$ cat config.mk
export PLATFORM = sky130hd
export DESIGN_NAME = bram_stream_reader_flat
export DESIGN_NICKNAME = d
export VERILOG_FILES = /design/src/rtl/bram_stream_reader_pkg.sv /design/src/rtl/bram_stream_reader_if.sv /design/src/rtl/bram_stream_reader_skid_fifo.sv /design/src/rtl/bram_stream_reader.sv /design/src/flat_wrapper.sv
export SDC_FILE = /design/constraint.sdc
export NUM_CORES = 1
export LEC_CHECK = 0
export CAP_MARGIN = 10
export CORE_ASPECT_RATIO = 0.5
export CORE_MARGIN = 2
export CORE_UTILIZATION = 64
export CTS_BUF_LIST = sky130_fd_sc_hd__clkbuf_16
export DETAILED_ROUTE_END_ITERATION = 10
export DONT_BUFFER_PORTS = 1
export HOLD_SLACK_MARGIN = 0.05
export MAX_ROUTING_LAYER = met4
export PLACE_DENSITY_LB_ADDON = 0.15
export RECOVER_POWER = 50
export SLEW_MARGIN = 30
export SYNTH_ARGS = -nofsm -noshare
export SYNTH_HDL_FRONTEND = slang
export SYNTH_SLANG_ARGS = --single-unit
$ cat constraint.sdc
create_clock -name clk -period 4.88 [get_ports clk]
set_input_delay 1.22 -clock clk [delete_from_list [all_inputs] [get_ports clk]]
set_output_delay 1.22 -clock clk [all_outputs]
set_load 0.01 [all_outputs]
$ cat src/rtl/bram_stream_reader_pkg.sv
// Shared constants, FSM state type and FIFO pointer helper for the BRAM stream reader.
package bram_stream_reader_pkg;

   localparam int DATA_W_DEF = 128;  // RAM port / stream word width
   localparam int ADDR_W_DEF = 8;    // RAM address width (256 words)
   localparam int FIFO_DEPTH = 3;    // skid FIFO entries, fixed

   typedef enum logic [1:0] {
      IDLE  = 2'd0,
      ISSUE = 2'd1,
      DRAIN = 2'd2
   } state_t;

   // Advance a skid FIFO pointer, wrapping after the last entry.
   function automatic logic [1:0] fifo_ptr_inc(input logic [1:0] ptr);
      return (ptr == 2'(FIFO_DEPTH - 1)) ? 2'd0 : ptr + 2'd1;
   endfunction

endpackage

$ cat src/rtl/bram_stream_reader_if.sv
// Command, RAM-port and output-stream signals of the BRAM stream reader.
// The master modport is the reader itself; slave is the surrounding logic.
interface bram_stream_reader_if #(
   parameter int DATA_W = bram_stream_reader_pkg::DATA_W_DEF,
   parameter int ADDR_W = bram_stream_reader_pkg::ADDR_W_DEF
);
   // burst command
   logic              cmd_valid;
   logic              cmd_ready;
   logic [ADDR_W-1:0] cmd_addr;
   logic [ADDR_W-1:0] cmd_len;
   // RAM read port
   logic              bram_en;
   logic              bram_we;
   logic [ADDR_W-1:0] bram_addr;
   logic [DATA_W-1:0] bram_dout;
   // output stream
   logic              out_valid;
   logic              out_ready;
   logic [DATA_W-1:0] out_data;
   logic              out_last;
   // status
   logic              busy;

   modport master (
      input  cmd_valid, cmd_addr, cmd_len, bram_dout, out_ready,
      output cmd_ready, bram_en, bram_we, bram_addr,
             out_valid, out_data, out_last, busy
   );

   modport slave (
      output cmd_valid, cmd_addr, cmd_len, bram_dout, out_ready,
      input  cmd_ready, bram_en, bram_we, bram_addr,
             out_valid, out_data, out_last, busy
   );
endinterface

$ cat src/rtl/bram_stream_reader_skid_fifo.sv
// 3-entry circular skid FIFO holding {last, data}; the head is read combinationally.
// Push while full is only accepted together with a pop.
module bram_skid_fifo #(
   parameter int WIDTH = bram_stream_reader_pkg::DATA_W_DEF + 1
) (
   input  logic             clk,
   input  logic             rst_n,
   input  logic             i_push,
   input  logic [WIDTH-1:0] i_din,
   input  logic             i_pop,
   output logic [WIDTH-1:0] o_head,
   output logic [1:0]       o_count,
   output logic             o_empty
);
   import bram_stream_reader_pkg::*;

   logic [WIDTH-1:0] r_mem [FIFO_DEPTH];
   logic [1:0]       r_wr_ptr;
   logic [1:0]       r_rd_ptr;
   logic [1:0]       r_count;
   logic             w_push_ok;
   logic             w_pop_ok;

   assign w_pop_ok  = i_pop && (r_count != 2'd0);
   assign w_push_ok = i_push && ((r_count != 2'(FIFO_DEPTH)) || w_pop_ok);

   // Storage: write the tail entry on push.
   // NOTE: the storage is reset because the head drives out_data directly and
   // must read as zero after reset; with only three entries this is cheap.
   always_ff @(posedge clk or negedge rst_n) begin
      if (!rst_n) begin
         for (int i = 0; i < FIFO_DEPTH; i++) begin
            r_mem[i] <= '0;
         end
      end else if (w_push_ok) begin
         // NOTE: sequential state always uses non-blocking assignments so every
         // flop samples pre-edge values regardless of block ordering.
         r_mem[r_wr_ptr] <= i_din;
      end
   end

   // Pointers and occupancy; simultaneous push and pop leave the count unchanged.
   always_ff @(posedge clk or negedge rst_n) begin
      if (!rst_n) begin
         r_wr_ptr <= 2'd0;
         r_rd_ptr <= 2'd0;
         r_count  <= 2'd0;
      end else begin
         if (w_push_ok) r_wr_ptr <= fifo_ptr_inc(r_wr_ptr);
         if (w_pop_ok)  r_rd_ptr <= fifo_ptr_inc(r_rd_ptr);
         case ({w_push_ok, w_pop_ok})
            2'b10:   r_count <= r_count + 2'd1;
            2'b01:   r_count <= r_count - 2'd1;
            default: r_count <= r_count;
         endcase
      end
   end

   assign o_head  = r_mem[r_rd_ptr];
   assign o_count = r_count;
   assign o_empty = (r_count == 2'd0);

endmodule

$ cat src/rtl/bram_stream_reader.sv
// Burst reader: takes (addr, len) commands, issues sequential single-word reads to
// a BRAM port with 1-cycle read latency and streams the words out with a last flag.
// Reads are credit-limited so the 3-entry skid FIFO can never overflow.
module bram_stream_reader #(
   parameter int DATA_W = bram_stream_reader_pkg::DATA_W_DEF,
   parameter int ADDR_W = bram_stream_reader_pkg::ADDR_W_DEF
) (
   input  logic                 clk,
   input  logic                 rst_n,
   bram_stream_reader_if.master bus
);
   import bram_stream_reader_pkg::*;

   state_t            r_state;
   state_t            w_state_next;
   logic              r_bram_en;      // read asserted on the RAM port this cycle
   logic              r_rd_pending;   // read from last cycle, data on bram_dout now
   logic [ADDR_W-1:0] r_bram_addr;
   logic [ADDR_W-1:0] r_next_addr;    // address of the next read to schedule
   logic [ADDR_W-1:0] r_len;
   logic [ADDR_W-1:0] r_cap_cnt;      // words captured so far in this burst
   logic [ADDR_W:0]   r_rem;          // reads not yet scheduled

   logic              w_cmd_fire;
   logic              w_pop;
   logic              w_sched;
   logic              w_credit_ok;
   logic [2:0]        w_count_next;
   logic [ADDR_W-1:0] w_issue_addr;
   logic              w_last_cap;
   logic [DATA_W:0]   w_head;
   logic [1:0]        w_fifo_count;
   logic              w_fifo_empty;

   assign w_cmd_fire = bus.cmd_valid && (r_state == IDLE);
   assign w_pop      = !w_fifo_empty && bus.out_ready;

   // The read flop is loaded one cycle ahead, so the credit test uses the FIFO
   // occupancy and pending read that will be seen in the cycle the read happens.
   assign w_count_next = {1'b0, w_fifo_count} + {2'b00, r_rd_pending} - {2'b00, w_pop};
   assign w_credit_ok  = (w_count_next + {2'b00, r_bram_en}) < 3'(FIFO_DEPTH);
   assign w_sched      = w_credit_ok &&
                         (w_cmd_fire || ((r_state == ISSUE) && (r_rem != '0)));
   assign w_issue_addr = w_cmd_fire ? bus.cmd_addr : r_next_addr;
   assign w_last_cap   = (r_cap_cnt == r_len);

   // FSM state register.
   always_ff @(posedge clk or negedge rst_n) begin
      if (!rst_n) r_state <= IDLE;
      else        r_state <= w_state_next;
   end

   // FSM next-state: leave DRAIN on the pop of the word flagged last.
   // NOTE: assigning the default first keeps every path driven, so no latch is inferred.
   always_comb begin
      w_state_next = r_state;
      case (r_state)
         IDLE:    if (w_cmd_fire) w_state_next = ISSUE;
         ISSUE:   if (r_rem == '0) w_state_next = DRAIN;
         DRAIN:   if (w_pop && w_head[DATA_W]) w_state_next = IDLE;
         default: w_state_next = IDLE;
      endcase
   end

   // Read issue, address and burst counters.
   always_ff @(posedge clk or negedge rst_n) begin
      if (!rst_n) begin
         r_bram_en    <= 1'b0;
         r_rd_pending <= 1'b0;
         r_bram_addr  <= '0;
         r_next_addr  <= '0;
         r_len        <= '0;
         r_cap_cnt    <= '0;
         r_rem        <= '0;
      end else begin
         r_bram_en    <= w_sched;
         r_rd_pending <= r_bram_en;
         if (w_sched) begin
            r_bram_addr <= w_issue_addr;
            r_next_addr <= w_issue_addr + ADDR_W'(1);
         end
         if (w_cmd_fire) begin
            r_len     <= bus.cmd_len;
            r_cap_cnt <= '0;
            r_rem     <= {1'b0, bus.cmd_len} + (w_sched ? '0 : (ADDR_W+1)'(1));
         end else begin
            if (w_sched)      r_rem     <= r_rem - (ADDR_W+1)'(1);
            if (r_rd_pending) r_cap_cnt <= r_cap_cnt + ADDR_W'(1);
         end
      end
   end

   bram_skid_fifo #(.WIDTH(DATA_W + 1)) u_fifo (
      .clk     (clk),
      .rst_n   (rst_n),
      .i_push  (r_rd_pending),
      .i_din   ({w_last_cap, bus.bram_dout}),
      .i_pop   (w_pop),
      .o_head  (w_head),
      .o_count (w_fifo_count),
      .o_empty (w_fifo_empty)
   );

   assign bus.cmd_ready = (r_state == IDLE);
   assign bus.busy      = (r_state != IDLE);
   assign bus.bram_en   = r_bram_en;
   assign bus.bram_we   = 1'b0;
   assign bus.bram_addr = r_bram_addr;
   assign bus.out_valid = !w_fifo_empty;
   assign bus.out_data  = w_head[DATA_W-1:0];
   assign bus.out_last  = w_head[DATA_W];

endmodule

$ cat src/flat_wrapper.sv
// flat-port wrapper written by rule: the top's interface ports become plain ports
module bram_stream_reader_flat import bram_stream_reader_pkg::*;
#(
   parameter int DATA_W = bram_stream_reader_pkg::DATA_W_DEF,
   parameter int ADDR_W = bram_stream_reader_pkg::ADDR_W_DEF
)
  (clk, rst_n, bus_cmd_valid, bus_cmd_addr, bus_cmd_len, bus_bram_dout, bus_out_ready, bus_cmd_ready, bus_bram_en, bus_bram_we, bus_bram_addr, bus_out_valid, bus_out_data, bus_out_last, bus_busy);
  bram_stream_reader_if #(.DATA_W(DATA_W), .ADDR_W(ADDR_W)) bus_i ();
  input  logic clk;
  input  logic rst_n;
  input wire logic [$bits(bus_i.cmd_valid)-1:0] bus_cmd_valid;
  input wire logic [$bits(bus_i.cmd_addr)-1:0] bus_cmd_addr;
  input wire logic [$bits(bus_i.cmd_len)-1:0] bus_cmd_len;
  input wire logic [$bits(bus_i.bram_dout)-1:0] bus_bram_dout;
  input wire logic [$bits(bus_i.out_ready)-1:0] bus_out_ready;
  output wire logic [$bits(bus_i.cmd_ready)-1:0] bus_cmd_ready;
  output wire logic [$bits(bus_i.bram_en)-1:0] bus_bram_en;
  output wire logic [$bits(bus_i.bram_we)-1:0] bus_bram_we;
  output wire logic [$bits(bus_i.bram_addr)-1:0] bus_bram_addr;
  output wire logic [$bits(bus_i.out_valid)-1:0] bus_out_valid;
  output wire logic [$bits(bus_i.out_data)-1:0] bus_out_data;
  output wire logic [$bits(bus_i.out_last)-1:0] bus_out_last;
  output wire logic [$bits(bus_i.busy)-1:0] bus_busy;
  assign bus_i.cmd_valid = bus_cmd_valid;
  assign bus_i.cmd_addr = bus_cmd_addr;
  assign bus_i.cmd_len = bus_cmd_len;
  assign bus_i.bram_dout = bus_bram_dout;
  assign bus_i.out_ready = bus_out_ready;
  assign bus_cmd_ready = bus_i.cmd_ready;
  assign bus_bram_en = bus_i.bram_en;
  assign bus_bram_we = bus_i.bram_we;
  assign bus_bram_addr = bus_i.bram_addr;
  assign bus_out_valid = bus_i.out_valid;
  assign bus_out_data = bus_i.out_data;
  assign bus_out_last = bus_i.out_last;
  assign bus_busy = bus_i.busy;
  bram_stream_reader #(.DATA_W(DATA_W), .ADDR_W(ADDR_W)) u_core (.clk(clk), .rst_n(rst_n), .bus(bus_i));
endmodule
==> summary.md, run 1 <==
| Metric | Value |
|---|---|
| Status | `finished, violations left` |
| Failing checks | `capacitance limit, slew limit` |
| Ant. Diodes | `0` |
| Post-Synthesis Cells | `around 1,600` |
| Period utilisation layout | `0.839` |
| Post-synth top cells | `dfrtp_1, mux2_2, nand2_1` |
| Crit path to | `u_core.u_fifo.r_mem[243]$_DFFE_PN0P_` |
| Reg2Reg Setup Slack | `830 ps` |
| HPWL Detailed | `roughly 26,000 um` |
| Initial core utilization | `0.649` |
| Post-route insts no fill | `between 1,500 and 2,000` |
| Cell Area, Synth | `between 15,000 and 20,000 um^2` |
| Unrepaired setup endpoints after global routing | `false` |
| CTS Hold Buffers Added | `0` |
| Clock skew | `15.3 ps` |
| Max-slew headroom | `-0.874` |
| Post-synth top flop | `dfrtp_1` |
| Die Span X | `~250 um` |
| Seq. cell area | `approximately 11,000 um^2` |
| Drt pass-1 iters | `5` |
| Post-synth top area cell | `dfrtp_1` |
| Slowest CP cell | `nand2_1` |
| Inst Count DP | `roughly 1,900` |
| Worst path required time | `5290 ps` |
| Multi-input gate area | `8240 um^2` |
| Top cells by area, synth | `dfrtp_1, mux2_2, mux2i_1, o21ai_0, nand2_1` |
| Ratio of cells with drive above 1 in the final layout | `0.300` |
| Slew of the pin with the lowest slew margin | `2810 ps` |
| Clk root buf | `clkbuf_16` |
| TritonCTS Sinks | `approximately 440` |
| Post-layout net count | `~1,700` |
| H-Tree Level Count | `2` |
| Setup Crit Path Kind | `input port to flip-flop` |
| Hold Violations, Final | `0` |
| Critical path peak fanout | `a little over 40` |
| Clock transition at path regs | `~70 ps` |
| Placer Congestion | `0.833` |
| Vias in the first global route | `12,666` |
| Area added between synthesis and finish | `7.42%` |
| Die height | `128 um` |
| Post-Syn Nets | `1,720` |
| Fmax | `244 MHz` |
| CTS buffer count | `39` |
| # rows | `45` |
| Post-cts sizing count | `0` |
| Drt via density | `~6.1` |
| # setup viols final | `0` |
| Largest net degree at the start of global routing | `roughly 440` |
| Worst R2R Path Depth | `14` |
| Congestion Overflow GR | `0` |
| Register bit total from synthesis | `438` |
| Routed len/inst | `21.5 um` |
| Ys Warns | `0` |
| Sequential share of the synthesized area | `0.558` |
| Worst-path cell chain | `o21ai_0, nor2_1, nand2_1, buf_4, mux2_2` |
| Count leader, synth | `dfrtp_1` |
| CTS Buffer Depth | `3` |
| Clock Latency Late Sink | `approximately 540 ps` |
| Post-CTS Setup Inserts | `0` |
| Core box area | `a little over 30,000 um^2` |
| Overall Power | `15.8 mW` |
| Total die area | `32,200 um^2` |
| Via count | `around 12,000` |
| Antenna-violating nets left | `0` |
| Num ports | `between 200 and 300` |
| PD cells | `between 700 and 800 nW/um^2` |
| Leakage Power | `9.12 nW` |
| Asr flop ratio synth | `1.00` |
| Largest stage delay, worst path | `roughly 1500 ps` |
| Initial antenna violation count | `0` |
| CTS tree | `yes` |
| EDFF count, synth | `0` |
| Hold Path Class | `input port to asynchronous set/reset pin` |
| Port bufs | `0` |
| DRC | `0` |
| CP startpoint kind | `input port` |
| Avg Inst Size Synth | `roughly 13 um^2` |
| Setup TNS Final | `0 ps` |
| Fillers | `~2,100` |
| Reg-to-reg startpoint | `u_core.u_fifo.o_count[1]$_DFFE_PN0P_` |
| Worst setup path start | `bus_out_ready` |
| CP endpoint kind | `flip-flop` |
| Final WL | `about 42,000 um` |
| Count of cell types in the netlist | `46` |
| Slew Viols, Final | `212` |
| Yosys top cell area share | `0.558` |
| Worst-case vdd ir drop | `0.387 mV` |
| GRT Total Usage | `0.271` |
| First-pass GRT wire length | `~67,000 um` |
| Reg2reg end | `u_core.r_rem[4]$_DFFE_PN0P_` |
| Post-layout minimum cycle time | `4090 ps` |
| Arr. time, crit path | `roughly 4500 ps` |
| DR iter-0 viols | `895` |
| Max-cap violations | `4` |
## flip-flops by register name (all words and copies together), names as in the netlist
signal / cells
u_core.bus.bram_addr: 8
u_core.bus.bram_en: 1
u_core.r_cap_cnt: 8
u_core.r_len: 8
u_core.r_next_addr: 8
u_core.r_rd_pending: 1
u_core.r_rem: 9
u_core.r_state: 2
u_core.u_fifo.o_count: 2
u_core.u_fifo.r_mem: 387
u_core.u_fifo.r_rd_ptr: 2
u_core.u_fifo.r_wr_ptr: 2
## placed cells by master (no fill, tap or decap), types with 2 or more instances in the layout
cell       Yosys  layout
dfrtp_1      438     436
mux2_2       389     389
nand2_1      194     194
o21ai_0      146     146
mux2i_1      130     130
clkbuf_16      0      41
nor2_1        24      24
xnor2_1       21      21
inv_1         10      18
nand3_1       18      18
a21oi_1       14      14
xor2_1        13      13
nand4_1        9       9
clkinv_2       0       9
and3_1         7       7
clkinv_1       0       7
buf_4          1       7
ha_1           6       6
nor3_1         6       5
a31oi_1        5       5
buf_12         0       5
nand2b_1       3       3
a21o_1         3       3
o22ai_1        3       3
or3_1          2       2
o22a_1         2       2
fa_1           2       2
bufinv_16      0       2
clkbuf_1      61       2
dfrtp_4        0       2
## critical path, delay by kind of cell
kind | cells | cell delay, ps
mux | 1 | 390
simple gates | 2 | 1620
compound gates | 1 | 670
buf+inv | 1 | 580
## report_power, final
part | internal (mW) | leakage (nW) | switching [mW] | total, mW
clock | 1.62 | 0.626 | 1.31 | 2.93
combinational | 2.90 | 3.24 | 3.21 | 6.11
sequential | 5.48 | 5.25 | 1.23 | 6.71
total | 10.0 | 9.12 | 5.75 | 15.8
## worst min-delay path by stage
stage               slack, ps                                   end
floorplan                 430         u_core.r_rd_pending$_DFF_PN0_
global placement          470         u_core.r_rd_pending$_DFF_PN0_
detailed placement        470         u_core.r_rd_pending$_DFF_PN0_
CTS                       360  u_core.u_fifo.r_mem[173]$_DFFE_PN0P_
global route              350  u_core.u_fifo.r_mem[298]$_DFFE_PN0P_
finish                    380   u_core.u_fifo.r_mem[44]$_DFFE_PN0P_
## final cells by class
type                       instances  share of cell area
timing repair buffer              15             0.00782
clock buffer                      41              0.0486
multi-input combinational       1018               0.390
clock inverter                    27             0.00806
inverter                          10             0.00178
sequential                       438               0.520
tap                              399              0.0237
## metal layers
layer,wire length [um],vias to the layer above,GRT usage,share of wire
li1,-,5394,-,-
met1,17000,6222,0.321,0.40
met2,21600,266,0.468,0.52
met3,2340,72,0.0625,0.056
met4,1040,0,0.0797,0.025
met5,0,-,-,0
## through the flow
step / util / setup slack [ps] / area [um^2] / hold WS [ps]
3_5_place_dp: 0.658 / 603 / 19900 / 468
4_1_cts: 0.698 / 851 / 21100 / 361
3_3_place_gp: 0.658 / 668 / 19900 / 472
6_report: 0.697 / 788 / 21100 / 379
5_1_grt: 0.697 / 546 / 21100 / 346
2_1_floorplan: - / 907 / 19700 / 435
## cell families after synthesis
kind of cell / after synthesis / share of synthesized area
buf+inv: 108 / 0.0234
compound gates: 183 / 0.0499
xor+xnor: 34 / 0.0152
mux: 519 / 0.289
simple gates: 273 / 0.0586
flops: 438 / 0.558
fa+ha+maj: 8 / 0.00586
other cells: 1 / 0.000191
No activity file was read; power rests on OpenSTA's default activity.
==> run 2, diff against run 1 <==
Clock period 4.88 ns to 4.1 ns, I/O delays scaled along.
==> run 2 against run 1 <==
Effect of this change: the run still ends with capacitance limit, slew limit left; total power rose by 20%; sequential share of layout area fell by 0.30 points; cell area rose by 0.58%; setup slack got worse by 440 ps; combinational power rose by 22%; clock power rose by 22%; largest power group unchanged; highest routed layer unchanged.
==> summary.md, run 2 (synthesis gave the netlist of run 1 again) <==
| Metric | Value |
|---|---|
| Register with the most flip-flops | `u_core.u_fifo.r_mem` |
| Post-layout minimum cycle time | `around 3700 ps` |
| Post-CTS Setup Inserts | `0` |
| Drt pass-1 iters | `5` |
| GR Util met3 | `0.0591` |
| DRC | `0` |
| CTS buffer count | `39` |
| Met2 Use GR | `0.478` |
| # rows | `45` |
| Clock skew | `around 14 ps` |
| Critical path peak fanout | `7` |
| CTS Hold Buffers Added | `0` |
| # setup viols final | `0` |
| Slew Viols, Final | `31` |
| Initial core utilization | `0.649` |
| Setup Crit Path Kind | `flip-flop to flip-flop` |
| Overall Power | `18.9 mW` |
| Placer Congestion | `0.818` |
| Largest net degree at the start of global routing | `439` |
| Via count | `between 10,000 and 15,000` |
| Worst setup path start | `u_core.u_fifo.o_count[0]$_DFFE_PN0P_` |
| Die height | `128 um` |
| Final WL | `around 42,000 um` |
| Core box area | `between 30,000 and 40,000 um^2` |
| Reg-to-reg startpoint | `u_core.u_fifo.o_count[0]$_DFFE_PN0P_` |
| GRT Total Usage | `0.275` |
| Leakage Power | `between 9 and 10 nW` |
| DR iter-0 viols | `731` |
| Max-cap violations | `1` |
| Initial antenna violation count | `0` |
| Fmax | `267 MHz` |
| Worst-case vdd ir drop | `0.482 mV` |
| Failing checks | `capacitance limit, slew limit` |
| Congestion Overflow GR | `0` |
| Most common cell after layout, fill and taps aside | `dfrtp_1` |
| H-Tree Level Count | `2` |
| Area added between synthesis and finish | `8.04%` |
| First-pass GRT wire length | `roughly 68,000 um` |
| Period utilisation layout | `0.914` |
| Total die area | `between 30,000 and 40,000 um^2` |
| Hold Path Class | `input port to asynchronous set/reset pin` |
| Arr. time, crit path | `just over 4000 ps` |
| PD cells | `approximately 900 nW/um^2` |
| Clock Latency Late Sink | `540 ps` |
| Post-cts sizing count | `0` |
| CP startpoint kind | `flip-flop` |
| Hold Violations, Final | `0` |
| Antenna-violating nets left | `0` |
| Met1 GRT Util | `0.327` |
| Ratio of cells with drive above 1 in the final layout | `0.304` |
| Clk root buf | `clkbuf_16` |
| Biggest regs | `u_core.u_fifo.r_mem x387, u_core.r_rem x9` |
| Max-slew headroom | `-0.138` |
| TritonCTS Sinks | `around 440` |
| Clock transition at path regs | `~60 ps` |
| Drt via density | `approximately 6.1` |
| Port bufs | `0` |
| Vias in the first global route | `roughly 13,000` |
| Num ports | `a little under 300` |
| Number of flip-flops under the largest register name | `roughly 390` |
| Ant. Diodes | `0` |
| CTS tree | `yes` |
| Die Span X | `roughly 250 um` |
| Slack of the critical path | `~350 ps` |
| Post-layout net count | `1,685` |
| CP endpoint kind | `flip-flop` |
| Unrepaired setup endpoints after global routing | `false` |
| CTS Buffer Depth | `3` |
| Slew of the pin with the lowest slew margin | `roughly 1700 ps` |
| Post-place setup slack | `about 220 ps` |
| Most frequent cells in the layout | `dfrtp_1, mux2_2, nand2_1, o21ai_0, mux2i_1` |
| HPWL Detailed | `about 26,000 um` |
| Setup TNS Final | `0 ps` |
| Most used routing layer | `met2` |
| Hold Worst Slack | `between 150 and 200 ps` |
| Routed len/inst | `approximately 22 um` |
| Worst path required time | `approximately 4500 ps` |
| Status | `finished, violations left` |
-- run 2: metal layers --
metal  share of wire  vias up  routed length (um)
met5               0        -                   0
met4           0.025        0                1040
met3           0.052       73                2190
met2            0.51      257               21700
met1            0.41     6219               17300
li1                -     5418                   -
-- run 2: area by class of cell --
type / count / area (um^2)
Multi-Input combinational cell: 1018 / 8240
Clock inverter: 29 / 206
Inverter: 10 / 37.5
Timing Repair Buffer: 22 / 255
Fill cell: 2150 / 9060
Clock buffer: 41 / 1030
Tap cell: 399 / 499
Sequential cell: 438 / 11000
-- run 2: worst paths after layout --
path	endpoint	slack, ps	cells past startpoint
min in group clk	u_core.r_rd_pending$_DFF_PN0_	480	0
max in group asynchronous	u_core.u_fifo.r_rd_ptr[1]$_DFFE_PN0P_	2710	0
max reg2reg	u_core.r_rem[4]$_DFFE_PN0P_	350	14
min	u_core.u_fifo.r_mem[44]$_DFFE_PN0P_	190	0
max	u_core.r_rem[4]$_DFFE_PN0P_	350	14
min reg2reg	u_core.r_rd_pending$_DFF_PN0_	480	0
-- run 2: critical path, stage by stage (launching register included) --
cell and delay, ps:
dfrtp_1 440, or2_2 360, nand2_1 130, inv_1 90, ha_1 310, fa_1 390, fa_1 460, o21ai_0 370
a21o_1 160, ha_1 220, ha_1 250, nand3_1 120, xnor2_1 140, nand2_1 60, o21ai_0 100
-- run 2: stage by stage --
| stage | util | std cells | instance area [um^2] |
|---|---|---|---|
| final | 0.701 | 1957 | 21200 |
| after global routing | 0.701 | 1957 | 21200 |
| after CTS | 0.702 | 1957 | 21300 |
| after detailed placement | 0.661 | 1887 | 20000 |
| after global placement | 0.661 | 1887 | 20000 |
| after floorplan | - | 1564 | 19700 |
-- run 2: power breakdown --
part	switching [mW]	total [mW]	internal (mW)
combinational	3.96	7.43	3.47
clock	1.58	3.58	2.00
sequential	1.37	7.90	6.53
total	6.91	18.9	12.0
==> run 3, diff against run 2 <==
Settings changed: CORE_UTILIZATION 64 to 38.
==> run 3 against run 2 <==
Effect of this change: the flow still finishes with violations (capacitance limit, slew limit); utilization shrank 27 points; hold slack lost 19 ps; setup slack lost 130 ps; via count shrank 0.17%; largest cell class unchanged; largest power group unchanged.
==> summary.md, run 3 (synthesis gave the netlist of run 1 again) <==
| Metric | Value |
|---|---|
| Slack of the critical path | `219 ps` |
| CTS tree | `yes` |
| Clock skew | `20.4 ps` |
| PD cells | `roughly 890 nW/um^2` |
| Final WL | `between 40,000 and 50,000 um` |
| Die Span X | `about 330 um` |
| Num ports | `290` |
| Inst Count DP | `2,177` |
| Largest net degree at the start of global routing | `439` |
| Initial core utilization | `0.388` |
| Worst-path cell chain | `buf_4, o21ai_0` |
| # rows | `58` |
| Post-layout minimum cycle time | `~3900 ps` |
| Leakage Power | `9.23 nW` |
| Total die area | `~54,000 um^2` |
| Congestion Overflow GR | `0` |
| Antenna-violating nets left | `0` |
| Setup Crit Path Kind | `flip-flop to output port` |
| Via count | `between 10,000 and 15,000` |
| Drt via density | `5.30` |
| Fillers | `~4,700` |
| Slew of the pin with the lowest slew margin | `between 2000 and 2500 ps` |
| Ratio of cells with drive above 1 in the final layout | `0.305` |
| Number of flip-flops under the largest register name | `387` |
| # setup viols final | `0` |
| Status | `finished, violations left` |
| Register with the most flip-flops | `u_core.u_fifo.r_mem` |
| Slowest CP cell | `dfrtp_4` |
| Post-layout net count | `roughly 1,700` |
| Core box area | `roughly 51,000 um^2` |
| Vias in the first global route | `roughly 13,000` |
| Setup TNS Final | `0 ps` |
| Failing checks | `capacitance limit, slew limit` |
| Hold Violations, Final | `0` |
| CP endpoint kind | `output port` |
| GRT Total Usage | `0.177` |
| Drt pass-1 iters | `4` |
| H-Tree Level Count | `2` |
| Worst-case vdd ir drop | `approximately 0.41 mV` |
| Worst path required time | `around 3100 ps` |
| Reg2Reg Setup Slack | `360 ps` |
| Hold Path Class | `input port to asynchronous set/reset pin` |
| CTS buffer count | `43` |
| TritonCTS Sinks | `approximately 440` |
| Ant. Diodes | `0` |
| Seq. cell area | `approximately 11,000 um^2` |
| Clk root buf | `clkbuf_16` |
| HPWL Detailed | `28,900 um` |
| Unrepaired setup endpoints after global routing | `false` |
| Most common cell after layout, fill and taps aside | `dfrtp_1` |
| Post-route insts no fill | `around 2,300` |
| Critical path peak fanout | `79` |
| Arr. time, crit path | `~2900 ps` |
| Worst R2R Path Depth | `14` |
| Post-CTS Setup Inserts | `0` |
| Reg2reg end | `u_core.r_rem[6]$_DFFE_PN0P_` |
| First-pass GRT wire length | `72,500 um` |
| Multi-input gate area | `between 8000 and 9000 um^2` |
| Clock Latency Late Sink | `560 ps` |
| DR iter-0 viols | `approximately 620` |
| Max-cap violations | `2` |
| Period utilisation layout | `0.947` |
| Port bufs | `0` |
| Post-place setup slack | `175 ps` |
| Reg-to-reg startpoint | `u_core.u_fifo.o_count[0]$_DFFE_PN0P_` |
| Slew Viols, Final | `~420` |
| Post-cts sizing count | `0` |
| Area added between synthesis and finish | `10.5%` |
| CTS Buffer Depth | `3` |
| DRC | `0` |
| Clock transition at path regs | `60 ps` |
| Largest stage delay, worst path | `850 ps` |
| Most frequent cells in the layout | `dfrtp_1, mux2_2, nand2_1, o21ai_0, mux2i_1` |
| Max-slew headroom | `-0.542` |
| Placer Congestion | `around 0.79` |
| Routed len/inst | `20.9 um` |
| Biggest regs | `u_core.u_fifo.r_mem x387, u_core.r_rem x9` |
| Utilization after layout | `0.429` |
| Initial antenna violation count | `0` |
| Fmax | `about 260 MHz` |
| Die height | `between 150 and 200 um` |
| CP startpoint kind | `flip-flop` |
| CTS Hold Buffers Added | `0` |
-- run 3: cell count changes in the layout (fill, tap and decap cells not counted), sizes merged --
cell      delta
clkbuf       +1
inv          +5
clkinvlp     +1
-- run 3: layout make-up --
cell class,instances,share of cell area
flip-flops and latches,438,0.505
multi-input cells,1018,0.380
clock buffers,43,0.0496
well taps,690,0.0398
repair buffers,21,0.0126
clock inverters,35,0.0116
inverters,10,0.00173
-- run 3: per-layer routing --
layer	GRT usage	wire length, um
met1	0.202	19100
met2	0.319	24700
met3	0.0330	1760
met4	0.0557	1400
met5	-	0
-- run 3: worst max-delay path, delay by kind of cell, from the launching register on --
kind / cells / cell delay (ps)
flip-flops: 1 / 850
buffers and inverters: 1 / 850
AO/OA/AOI/OAI: 1 / 510
-- run 3: how the worst max path moves through the flow --
stage                                          startpoint                           to  slack [ps]  cells past startpoint
floorplan                                   bus_out_ready  u_core.r_rem[6]$_DFFE_PN0P_         320                     14
global placement                            bus_out_ready  u_core.r_rem[6]$_DFFE_PN0P_         280                     13
detailed placement                          bus_out_ready  u_core.r_rem[6]$_DFFE_PN0P_         180                     13
CTS                 u_core.u_fifo.r_rd_ptr[1]$_DFFE_PN0P_             bus_out_data[73]         130                      2
global route        u_core.u_fifo.r_rd_ptr[1]$_DFFE_PN0P_             bus_out_data[78]          90                      2
finish              u_core.u_fifo.r_rd_ptr[1]$_DFFE_PN0P_             bus_out_data[73]         220                      2
-- run 3: stage by stage --
stage,cell area [um^2],hold slack [ps],power (mW)
after floorplan,19700,435,13.5
after global placement,20400,482,15.3
after detailed placement,20400,491,15.7
after CTS,21800,123,19.6
after global routing,21700,132,20.5
final,21700,167,19.2
-- run 3: power by group --
| part | switching [mW] | leakage [nW] | internal (mW) | total, mW |
|---|---|---|---|---|
| sequential | 1.33 | 5.25 | 6.53 | 7.86 |
| combinational | 4.06 | 3.30 | 3.51 | 7.57 |
| clock | 1.71 | 0.676 | 2.11 | 3.81 |
